**config.mk**
```make
export PLATFORM = sky130hd
export DESIGN_NAME = gpu_draw_engine
export DESIGN_NICKNAME = d
export VERILOG_FILES = /design/src/rtl/gpu_draw_engine_pkg.sv /design/src/rtl/gpu_draw_engine_row_blit.sv /design/src/rtl/gpu_draw_engine.sv
export SDC_FILE = /design/constraint.sdc
export NUM_CORES = 2
export LEC_CHECK = 0
export CAP_MARGIN = 20
export CORE_AREA = 10 10 449 451
export CTS_CLUSTER_DIAMETER = 200
export DETAILED_ROUTE_END_ITERATION = 12
export DIE_AREA = 0 0 459 461
export PLACE_DENSITY = 0.72
export SYNTH_ARGS = -nofsm -noshare
export SYNTH_HDL_FRONTEND = slang
export SYNTH_SLANG_ARGS = --single-unit
export TNS_END_PERCENT = 30
```
**constraint.sdc**
```tcl
create_clock -name clk -period 24.8 [get_ports clk]
set_clock_uncertainty 0.15 [all_clocks]
set_input_delay 6.2 -clock clk [delete_from_list [all_inputs] [get_ports clk]]
set_output_delay 6.2 -clock clk [all_outputs]
set_load 0.1 [all_outputs]
```
**src/rtl/gpu_draw_engine_pkg.sv**
```systemverilog
// Shared definitions for the sprite draw engine: FSM state encoding, sprite
// geometry and collision flag values, plus a small height clamp helper.
package gpu_draw_engine_pkg;

  typedef enum logic [1:0] {
    ST_IDLE  = 2'd0,
    ST_CLEAR = 2'd1,
    ST_DRAW  = 2'd2
  } state_e;

  localparam int SPRITE_W = 8;

  localparam logic [7:0] VF_SET = 8'h01;
  localparam logic [7:0] VF_CLR = 8'h00;

  // Limit a requested sprite height to the number of rows the engine holds.
  function automatic logic [3:0] clamp_rows(input logic [3:0] h, input logic [3:0] max_rows);
    logic [3:0] r;
    if (h > max_rows) begin
      r = max_rows;
    end else begin
      r = h;
    end
    return r;
  endfunction

endpackage

```
**src/rtl/gpu_draw_engine_row_blit.sv**
```systemverilog
// gpu_row_blit: combinational XOR of one 8-pixel sprite byte into one
// framebuffer row. Column c is bit WIDTH-1-c; the byte MSB is the leftmost pixel.
// Ports:
//   old_row_i  current row contents
//   byte_i     sprite byte for this row
//   x_i        leftmost column (already reduced mod WIDTH)
//   new_row_o  old_row_i ^ placed mask
//   coll_o     1 when any set sprite pixel lands on a set framebuffer pixel
module gpu_row_blit
  import gpu_draw_engine_pkg::*;
#(
  parameter int WIDTH = 64,
  parameter bit WRAP  = 1'b0
) (
  input  logic [WIDTH-1:0] old_row_i,
  input  logic [7:0]       byte_i,
  input  logic [7:0]       x_i,
  output logic [WIDTH-1:0] new_row_o,
  output logic             coll_o
);

  logic [2*WIDTH-1:0] ext_s;
  logic [2*WIDTH-1:0] shifted_s;
  logic [WIDTH-1:0]   mask_s;

  // The byte sits at the top of a double-width word; shifting right by x puts
  // on-screen pixels in the upper half and the right-edge overflow in the lower
  // half, already aligned to columns 0.. for the wrapped case.
  always_comb begin
    ext_s     = {byte_i, {(2*WIDTH-SPRITE_W){1'b0}}};
    shifted_s = ext_s >> x_i;
    if (WRAP) begin
      mask_s = shifted_s[2*WIDTH-1:WIDTH] | shifted_s[WIDTH-1:0];
    end else begin
      mask_s = shifted_s[2*WIDTH-1:WIDTH];
    end
    new_row_o = old_row_i ^ mask_s;
    coll_o    = |(old_row_i & mask_s);
  end

endmodule

```
**src/rtl/gpu_draw_engine.sv**
```systemverilog
// gpu_draw_engine: sprite blitter with a private framebuffer.
// Clears the framebuffer one row per clock and XORs sprite rows into it one
// row per clock, reporting collisions on vf. A registered read port serves scanout.
// Ports:
//   clk, rst            clock; asynchronous active-high reset (forces a full clear)
//   clear, draw         commands, sampled only while idle (clear has priority)
//   col, row, height    sprite position and row count
//   sprite_data         row i at sprite_data[8*(MAX_ROWS-i)-1 -: 8]
//   rd_row / rd_data    scanout row select / row data one clock later
//   busy, done, vf      status: busy, one-cycle completion pulse, collision flag
module gpu_draw_engine
  import gpu_draw_engine_pkg::*;
#(
  parameter int WIDTH    = 64,
  parameter int HEIGHT   = 32,
  parameter int MAX_ROWS = 15,
  parameter bit WRAP     = 1'b0,
  localparam int YW      = $clog2(HEIGHT)
) (
  input  logic                  clk,
  input  logic                  rst,
  input  logic                  clear,
  input  logic                  draw,
  input  logic [7:0]            col,
  input  logic [7:0]            row,
  input  logic [3:0]            height,
  input  logic [8*MAX_ROWS-1:0] sprite_data,
  input  logic [YW-1:0]         rd_row,
  output logic [WIDTH-1:0]      rd_data,
  output logic                  busy,
  output logic                  done,
  output logic [7:0]            vf
);

  state_e                state_q, state_d;
  logic [8:0]            cnt_q, cnt_d;
  logic [7:0]            col_q, col_d;
  logic [7:0]            row_q, row_d;
  logic [3:0]            h_q, h_d;
  logic [8*MAX_ROWS-1:0] spr_q, spr_d;
  logic                  coll_q, coll_d;
  logic                  busy_q, busy_d;
  logic                  done_q, done_d;
  logic [7:0]            vf_q, vf_d;
  logic [WIDTH-1:0]      rd_data_q;

  logic [WIDTH-1:0] fb_q [HEIGHT];

  logic [8:0]       y_full_s;
  logic             wr_ok_s;
  logic [YW-1:0]    y_idx_s;
  logic [7:0]       cur_byte_s;
  logic [WIDTH-1:0] blit_new_s;
  logic             blit_coll_s;
  logic             coll_now_s;
  logic [3:0]       h_clamp_s;
  logic             fb_we_s;
  logic [YW-1:0]    fb_widx_s;
  logic [WIDTH-1:0] fb_wdata_s;

  // Target row of the current draw step and whether it lands on screen.
  always_comb begin
    y_full_s = {1'b0, row_q} + {5'd0, cnt_q[3:0]};
    y_idx_s  = y_full_s[YW-1:0];
    wr_ok_s  = WRAP || (y_full_s < 9'(HEIGHT));
  end

  // Sprite byte for the current draw step.
  always_comb begin
    cur_byte_s = 8'h00;
    for (int i = 0; i < MAX_ROWS; i++) begin
      if (cnt_q[3:0] == 4'(i)) begin
        cur_byte_s = spr_q[8*(MAX_ROWS-i)-1 -: 8];
      end else begin
        cur_byte_s = cur_byte_s;
      end
    end
  end

  gpu_row_blit #(
    .WIDTH (WIDTH),
    .WRAP  (WRAP)
  ) u_blit (
    .old_row_i (fb_q[y_idx_s]),
    .byte_i    (cur_byte_s),
    .x_i       (col_q),
    .new_row_o (blit_new_s),
    .coll_o    (blit_coll_s)
  );

  // FSM next state, command latch and status outputs.
  always_comb begin
    state_d    = state_q;
    cnt_d      = cnt_q;
    col_d      = col_q;
    row_d      = row_q;
    h_d        = h_q;
    spr_d      = spr_q;
    coll_d     = coll_q;
    vf_d       = vf_q;
    done_d     = 1'b0;
    h_clamp_s  = clamp_rows(height, 4'(MAX_ROWS));
    coll_now_s = coll_q | (wr_ok_s & blit_coll_s);
    case (state_q)
      ST_IDLE: begin
        if (clear) begin
          state_d = ST_CLEAR;
          cnt_d   = 9'd0;
        end else if (draw) begin
          col_d  = col & 8'(WIDTH-1);
          row_d  = row & 8'(HEIGHT-1);
          h_d    = h_clamp_s;
          spr_d  = sprite_data;
          coll_d = 1'b0;
          cnt_d  = 9'd0;
          if (h_clamp_s == 4'd0) begin
            done_d = 1'b1;
            vf_d   = VF_CLR;
          end else begin
            state_d = ST_DRAW;
          end
        end else begin
          state_d = ST_IDLE;
        end
      end
      ST_CLEAR: begin
        if (cnt_q == 9'(HEIGHT-1)) begin
          state_d = ST_IDLE;
          done_d  = 1'b1;
        end else begin
          cnt_d = cnt_q + 9'd1;
        end
      end
      ST_DRAW: begin
        if (cnt_q == ({5'd0, h_q} - 9'd1)) begin
          state_d = ST_IDLE;
          done_d  = 1'b1;
          vf_d    = coll_now_s ? VF_SET : VF_CLR;
        end else begin
          cnt_d  = cnt_q + 9'd1;
          coll_d = coll_now_s;
        end
      end
      default: begin
        state_d = ST_CLEAR;
        cnt_d   = 9'd0;
      end
    endcase
    busy_d = (state_d != ST_IDLE);
  end

  // Framebuffer write port: zero rows while clearing, blit result while drawing.
  always_comb begin
    fb_we_s    = 1'b0;
    fb_widx_s  = y_idx_s;
    fb_wdata_s = blit_new_s;
    if (state_q == ST_CLEAR) begin
      fb_we_s    = 1'b1;
      fb_widx_s  = cnt_q[YW-1:0];
      fb_wdata_s = '0;
    end else if (state_q == ST_DRAW) begin
      fb_we_s = wr_ok_s;
    end else begin
      fb_we_s = 1'b0;
    end
  end

  // Control and status registers; reset lands in CLEAR so the framebuffer is rebuilt.
  always_ff @(posedge clk or posedge rst) begin
    if (rst) begin
      state_q   <= ST_CLEAR;
      cnt_q     <= 9'd0;
      col_q     <= 8'd0;
      row_q     <= 8'd0;
      h_q       <= 4'd0;
      spr_q     <= '0;
      coll_q    <= 1'b0;
      busy_q    <= 1'b1;
      done_q    <= 1'b0;
      vf_q      <= VF_CLR;
      rd_data_q <= '0;
    end else begin
      state_q   <= state_d;
      cnt_q     <= cnt_d;
      col_q     <= col_d;
      row_q     <= row_d;
      h_q       <= h_d;
      spr_q     <= spr_d;
      coll_q    <= coll_d;
      busy_q    <= busy_d;
      done_q    <= done_d;
      vf_q      <= vf_d;
      rd_data_q <= fb_q[rd_row];
    end
  end

  // Framebuffer storage; contents are rebuilt by the CLEAR pass after reset.
  always_ff @(posedge clk) begin
    if (fb_we_s) begin
      fb_q[fb_widx_s] <= fb_wdata_s;
    end else begin
      fb_q[fb_widx_s] <= fb_q[fb_widx_s];
    end
  end

  assign rd_data = rd_data_q;
  assign busy    = busy_q;
  assign done    = done_q;
  assign vf      = vf_q;

endmodule

```
==> flow_metrics.tcl <==
set metrics [dict create \
    outcome "finished clean" \
    die_y_um 461 \
    finalInstanceArea_um2 118400 \
    drc 0 \
    ys_types 85 \
    ant_nets 0 \
    cts_buffers 226 \
    tns_ns 0 \
    layout_commonest_cell "edfxtp_1" \
    min_period_ns 10.41 \
    powerDensity_nw_per_um2 65.51 \
    syn2layout_area_growth_pct 12.54 \
    io_pins 223 \
    place.gp.congestion 0.9117 \
    drive_gt1_share_pct 35.57 \
    ys_async_sr_fraction_pct 9.461 \
    vias 58800 \
    antenna_found_initial 9 \
    grt_pass1_vias 59180 \
    die_area_um2 211600 \
    fin_nets 5678 \
    clk_path_buf_depth 3 \
    path_buf_inv 4 \
    ys_seq_elements 2262 \
    worst_ep_required_time_ns 25.40 \
    syn_inst 5216 \
    p_total_mw 7.753 \
    synthesis.area_um2 105200 \
    yosysWarnings 0 \
    multi_input_area_um2 36990 \
    htree_levels 4 \
    peakVddDrop_v 0.00006442 \
    drt_pre_antenna_iters 6 \
    synth_flop_cell "edfxtp_1" \
    cp_data_arrival_time_ns 11.01 \
    cp-start-kind "primary input" \
    clock_sinks 2262 \
    max_slew_margin_pct 23.94 \
    worstMarginPinSlew_ns 1.136 \
    design.core.area_um2 192200 \
    synth_area_per_cell_um2 20.16 \
    root_buffer "clkbuf_16" \
    seqCellArea_um2 66860 \
    grt.total_usage_pct 28.22 \
    cap_violations 0 \
    worst_slack_ns 14.39 \
    cts_post_setup_buffers_inserted 0 \
    dp_hpwl_um 159000 \
    die_x_um 459 \
    dpl_cell_area_um2 110700 \
    nFillCells 13190 \
    grt_pass1_wl_um 429500 \
    ys_seq_area_share_pct 63.57 \
    clkSlewWorstSetupHoldPaths_ns 0.06 \
    hold_class "flip-flop to flip-flop" \
    leakage_nw 38.70 \
    vias_per_cell 7.190 \
    overflow 0 \
    clock.fmax_mhz 96.03 \
    grt_max_degree 137 \
    rows 161 \
    portBuffers 210 \
    initial_core_util_pct 54.73 \
    drt_iter0_drc 8861 \
    totalWireLength_um 298900 \
    wl_per_cell_um 36.55 \
    end_kind "flip-flop" \
    cts_tree "yes" \
    slew_violations 0 \
    period_share_pct 41.99 \
    setup_viol 0 \
    clock_latency_ns 0.90 \
    ctsResizeCount 0 \
    path_class "primary input to flip-flop" \
    synth-edff-count 2048 \
    crit_path_top_delay_cell "buf_4" \
    dp_slack_ns 13.64 \
    cpPeakStageDelay_ns 0.94 \
    hold_ws_ns 0.3226 \
    crit_path_cell_trace "buf_8 > buf_4 > buf_4 > buf_12 > mux4_2 > mux4_2 > mux2_2" \
    cpLargestDelayFamily "buffers and inverters" \
    cp_max_fo 136 \
    rsz0062_at_grt "no" \
    postCtsHoldBufs 0 \
    layout_common_cells "edfxtp_1 (2048), mux4_2 (1281), nand2_1 (460), clkbuf_16 (229), dfrtp_1 (212)" \
    hold_viol 0 \
]
cells by family after synthesis:
| logic type | synth area share, % |
|---|---|
| compound gates | 1.846 |
| mux | 28.83 |
| simple gates | 3.103 |
| fa+ha+maj | 0.9351 |
| buf+inv | 1.638 |
| xor+xnor | 0.07495 |
| flops | 63.57 |
| other cells | 0.003566 |
where the power goes:
part           total (mW)  switching (mW)  internal, mW
Clock                3.40            1.47          1.92
Combinational       0.247           0.153        0.0934
Sequential           4.11         0.00438          4.10
Total                7.75            1.63          6.12
layer usage:
layer	vias to the layer above	track usage, %	wire, um
met5	-	0	86
met4	12	9.569	10800
met3	601	6.522	35920
met2	3918	43.42	140300
met1	31520	40.34	111800
li1	22750	-	-
worst paths after layout:
path	from	cells past startpoint	end	slack, ns
worst min register to register	spr_q[87]	2	spr_q[87]	0.32
worst max register to register	cnt_q[0]	15	coll_q	15.94
min in group asynchronous	rst	2	rd_data[9]	5.63
worst max-delay path	rd_row[1]	7	rd_data[42]	14.39
max in group asynchronous	rst	4	rd_data[50]	16.74
worst min-delay path	spr_q[87]	2	spr_q[87]	0.32
Yosys cell counts, types with 6 or more instances:
cell | instances | area, um^2
edfxtp_1 | 2048 | 61500
mux4_2 | 1281 | 28850
nand2_1 | 460 | 1727
clkbuf_1 | 250 | 938.4
dfrtp_1 | 212 | 5305
mux2_2 | 128 | 1441
buf_1 | 110 | 412.9
nor2b_1 | 80 | 500.5
ha_1 | 77 | 963.4
nor2_1 | 72 | 270.3
o21ai_0 | 59 | 295.3
a21oi_1 | 54 | 270.3
inv_1 | 32 | 120.1
o22ai_1 | 30 | 187.7
nor3_1 | 27 | 135.1
nor4_1 | 22 | 137.6
buf_2 | 21 | 105.1
o32ai_1 | 20 | 175.2
nand3_1 | 16 | 80.08
buf_4 | 15 | 112.6
nand4_1 | 14 | 87.58
a31oi_1 | 13 | 81.33
nand2b_1 | 12 | 75.07
a211oi_1 | 9 | 67.56
and2_1 | 9 | 56.30
a21o_1 | 8 | 60.06
o31ai_1 | 8 | 60.06
nand3b_1 | 7 | 52.55
xnor2_1 | 7 | 61.31
a221oi_1 | 6 | 52.55
or3_1 | 6 | 37.54
flip-flops by register name, summed over array words and instances, names as in the netlist:
register,cells
fb_q,2048
spr_q,120
rd_data,64
cnt_q,9
col_q,6
row_q,5
h_q,4
state_q,2
busy,1
coll_q,1
done,1
vf,1
worst min-delay path, stage by stage, from the launching register on:
cell,delay (ns)
dfrtp_1,0.33
nand2_1,0.05
nand2_1,0.06
through the flow:
step,util (%),std cells
after floorplan,-,5222
after global placement,57.62,7732
after detailed placement,57.62,7733
after CTS,61.44,8156
after global routing,61.59,8174
final,61.59,8177
area by class of cell:
type | count | area share [%]
clock buffers | 287 | 5.117
repair buffers | 399 | 3.266
flip-flops and latches | 2262 | 56.49
diodes | 5 | 0.01057
inverters | 35 | 0.1173
multi-input cells | 2527 | 31.25
clock inverters | 136 | 1.084
well taps | 2526 | 2.670
Note: power is estimated with default switching activity, not from simulation.
